## src/rtl/bcd_scan_display.sv

```systemverilog
// Scans four held BCD digits onto a 4-digit common-anode 7-segment display.
// The digits are snapshotted once per frame, so a frame never mixes old and new values.
module bcd_scan_display #(
  parameter int SCAN_DIV = 50000,
  parameter int BLANK_LZ = 1
) (
  input  logic       clk,
  input  logic       rst,
  input  logic [3:0] thousand,
  input  logic [3:0] hundred,
  input  logic [3:0] ten,
  input  logic [3:0] one,
  input  logic       freeze,
  output logic [3:0] an,
  output logic [6:0] seg,
  output logic       frame
);

  localparam int CNT_W = (SCAN_DIV > 1) ? $clog2(SCAN_DIV) : 1;
  localparam logic [CNT_W-1:0] CNT_MAX = CNT_W'(SCAN_DIV - 1);

  logic [CNT_W-1:0] cnt_q, cnt_d;
  logic [1:0]       idx_q, idx_d;
  logic [3:0][3:0]  snap_q, snap_d;  // [3] = thousands ... [0] = ones
  logic             tick;
  logic             wrap;
  logic [3:0]       blank;

  function automatic logic [6:0] seg_decode(input logic [3:0] d);
    logic [6:0] s;
    case (d)
      4'd0:    s = 7'b1000000;
      4'd1:    s = 7'b1111001;
      4'd2:    s = 7'b0100100;
      4'd3:    s = 7'b0110000;
      4'd4:    s = 7'b0011001;
      4'd5:    s = 7'b0010010;
      4'd6:    s = 7'b0000010;
      4'd7:    s = 7'b1111000;
      4'd8:    s = 7'b0000000;
      4'd9:    s = 7'b0010000;
      default: s = 7'b0111111;  // non-BCD code shows a minus sign
    endcase
    return s;
  endfunction

  // NOTE: every signal gets its hold value first so no path can infer a latch.
  always_comb begin
    tick   = (cnt_q == CNT_MAX);
    wrap   = tick && (idx_q == 2'd3);
    cnt_d  = tick ? '0 : cnt_q + CNT_W'(1);
    idx_d  = tick ? idx_q + 2'd1 : idx_q;
    snap_d = snap_q;
    if (wrap && !freeze) snap_d = {thousand, hundred, ten, one};
  end

  // NOTE: state registers use non-blocking assignments so all flops update from pre-edge values.
  always_ff @(posedge clk or posedge rst) begin
    if (rst) begin
      cnt_q  <= '0;
      idx_q  <= '0;
      // NOTE: the snapshot is reset because it drives the display directly after reset.
      snap_q <= '0;
    end else begin
      cnt_q  <= cnt_d;
      idx_q  <= idx_d;
      snap_q <= snap_d;
    end
  end

  // Outputs depend on registered state only.
  always_comb begin
    blank    = '0;
    blank[3] = (BLANK_LZ != 0) && (snap_q[3] == 4'd0);
    blank[2] = blank[3] && (snap_q[2] == 4'd0);
    blank[1] = blank[2] && (snap_q[1] == 4'd0);
    frame    = wrap;
    an       = ~(4'b0001 << idx_q);
    seg      = blank[idx_q] ? 7'b1111111 : seg_decode(snap_q[idx_q]);
  end

endmodule

```

## config.mk

```make
export PLATFORM = sky130hd
export DESIGN_NAME = bcd_scan_display
export DESIGN_NICKNAME = d
export VERILOG_FILES = /design/src/rtl/bcd_scan_display.sv
export SDC_FILE = /design/constraint.sdc
export NUM_CORES = 1
export LEC_CHECK = 0
export ABC_AREA = 1
export CAP_MARGIN = 20
export CELL_PAD_IN_SITES_DETAIL_PLACEMENT = 1
export CELL_PAD_IN_SITES_GLOBAL_PLACEMENT = 2
export CORE_ASPECT_RATIO = 0.7
export CORE_UTILIZATION = 33
export CTS_BUF_LIST = sky130_fd_sc_hd__clkbuf_16
export CTS_CLUSTER_DIAMETER = 120
export DETAILED_ROUTE_END_ITERATION = 12
export PLACE_DENSITY_LB_ADDON = 0.05
export SYNTH_ARGS = -nofsm -noshare
export SYNTH_HDL_FRONTEND = slang
export SYNTH_SLANG_ARGS = --single-unit
```

## constraint.sdc

```tcl
create_clock -name clk -period 3.15 [get_ports clk]
set_input_delay 0.4725 -clock clk [delete_from_list [all_inputs] [get_ports clk]]
set_output_delay 0.4725 -clock clk [all_outputs]
set_load 0.005 [all_outputs]
```

==> impl_results.md <==
- Drt drc: 0
- H-tree lvl count: 2
- Post-synth EDFFs: 0
- DR vias/cell: 4.86
- Syn Nets: 321
- GR Overflow Total: 0
- Synth warn: 0
- Synth Cell Area: 2150 sq um
- Crit path max fanout: 13
- Crit end category: output port
- Die area: 6860 sq um
- First-pass GRT wire length: 10.5 mm
- Mean Syn Cell Area: 7.40 sq um
- First-pass detailed-route iteration total: 4
- Root Buffer Master: clkbuf_16
- Pleak: 1.36 nW
- Vias after detailed routing: 1,963
- Final critical-path required period: 2.87 ns
- Area fraction of the dominant cell type after synthesis: 0.395
- Clock latency on the worst-skew pair: 0.28 ns
- Synth top area cells: dfrtp_1 39%, nand2_1 16%, nand3_1 7.0%
- Crit path kind: reg -> out
- Hold Slack: 0.485 ns
- Die width: 98.6 um
- Row count: 24
- DR iter-0 viols: 108
- # nets final: 355
- Hpwl dp: 4.56 mm
- Hold Path Class: reg -> reg
- Slew @ Worst Pin: 0.640 ns
- CTS Buf Count: 5
- Area Growth Syn to Fin: 23.8%
- Core Region: 6280 sq um
- Final Skew: 0.00625 ns
- Initial antenna violation count: 0
- Pwr Total: 948 uW
- Final count of hold timing violations: 0
- Min-delay src: snap_q[3]
- Most frequent cells in the layout: 90 x nand2_1, 36 x inv_1, 33 x dfrtp_1
- Launching point of the worst reg2reg path: cnt_q[0]
- Drt total wl: 5.86 mm
- Share of layout cells above drive strength 1: 0.0767
- TNS Setup: 0 ns
- Max VDD drop: 0.000192 V
- Deepest clock path buffer count: 2
- Main synth FF type: dfrtp_1
- Critical Path Source: idx_q[0]
- Vias in the first global route: 2,006
- Port Buffers: 30
- Final worst setup slack: 0.284 ns
- Starting Density: 0.343
- WP data arrival: 2.39 ns
- Status: completed
- Maxcap violations: 0
- Final Setup Violations: 0
- WP data required: 2.68 ns
- IO Pins: 31
- Final Util: 0.425
- Async S/R FF share, synth: 1.00
- Netlist cell types: 24
- Reg clk slew, reported paths: 0.06 ns
- Final number of max-transition violations: 0
- Startpoint types: flip-flop
- Die Y-Extent: 69.6 um
- ANT nets after route: 0
- Fill cell count: 783
- Placer Congestion: 0.795
- Synth Register Bits: 34
- F_max: 349 MHz
- CTS tree: built
- Clock Sinks: 34
- Max-slew headroom: 0.573
- Drt wl/cell: 14.5 um
- Largest net degree at the start of global routing: 23
- Tot GR Track Use: 0.197
- Cells after Synth: 291
- Pwr/cell area: 355 nW/um^2
- Sequential fraction of the synthesis area: 0.395
- Most common cell after layout, fill and taps aside: nand2_1
- Unrepaired setup endpoints after global routing: false
- Synth area leader: dfrtp_1
- Tcrit/Tclk final: 0.910
- Worst slack, placed: 0.288 ns
- Antenna Diode Count: 0
==> final timing paths <==
| kind | endpoint | slack [ns] | cells past startpoint |
|---|---|---|---|
| worst max-delay path | seg[5] | 0.28 | 10 |
| worst min-delay path | snap_q[3] | 0.48 | 2 |
| worst max register to register | snap_q[14] | 1.31 | 7 |
| worst min register to register | snap_q[3] | 0.48 | 2 |
| max in group asynchronous | idx_q[0] | 1.94 | 3 |
| min in group asynchronous | cnt_q[5] | 0.59 | 2 |
==> final cells by class <==
type	instances	area, sq um	share of cell area
inverters	39	146	0.0549
clock inverters	3	16.3	0.00610
well taps	78	97.6	0.0366
multi-input cells	211	1100	0.412
clock buffers	5	125	0.0469
repair buffers	34	330	0.124
flip-flops and latches	34	852	0.319
==> critical path: stages, from the launching register on <==
cell and delay [ns]:
dfrtp_2 0.49, inv_2 0.15, nand2_1 0.10, nand2_1 0.07, o21ai_2 0.22, inv_1 0.13, ha_1 0.21, nand3b_1 0.15
nand3_1 0.09, nand3_1 0.06, clkdlybuf4s50_1 0.45
==> where the power goes <==
part	switching [mW]	internal (mW)
Combinational	0.0160	0.0211
Clock	0.186	0.288
Sequential	0	0.437
Total	0.202	0.746
==> sequential cells by signal, summed over array words and instances (netlist names) <==
name    count
snap_q     16
cnt_q      16
idx_q       2
==> per-layer routing <==
layer | vias to the layer above | part of all wire | track usage
met5 | - | 0 | 0
met4 | 0 | 0.0049 | 0.0398
met3 | 2 | 0.028 | 0.0343
met2 | 39 | 0.36 | 0.246
met1 | 924 | 0.60 | 0.336
li1 | 998 | - | -
==> cells in the mapped netlist, types with 3 or more instances <==
| library cell | count |
|---|---|
| dfrtp_1 | 34 |
| nand2_1 | 90 |
| nor3_1 | 6 |
| nand3_2 | 3 |
| nor2_1 | 27 |
| nand3_1 | 30 |
| buf_6 | 3 |
| ha_1 | 11 |
| buf_4 | 3 |
| a21oi_1 | 5 |
| o21ai_0 | 3 |
| xor2_1 | 7 |
| nand4_1 | 17 |
| inv_1 | 36 |
==> repair_timing <==
action                     4_1_cts  5_1_grt
resized for setup                1        1
hold buffers                     0        0
setup buffers                    0        0
setup endpoints to repair        2        2
gates cloned                     0        0
==> metrics by stage <==
step | std cells | cell area, sq um
after floorplan | 291 | 2150
after global placement | 396 | 2520
after detailed placement | 396 | 2520
after CTS | 404 | 2660
after global routing | 404 | 2670
final | 404 | 2670
==> cell families after synthesis <==
kind of cell | after synthesis | share of synthesized area
AND/OR/NAND/NOR | 182 | 0.390
XOR/XNOR | 7 | 0.0285
flip-flops | 34 | 0.395
buffers and inverters | 46 | 0.0964
adder cells (fa/ha/maj) | 11 | 0.0639
AO/OA/AOI/OAI | 11 | 0.0267
No activity file was read; power rests on OpenSTA's default activity.
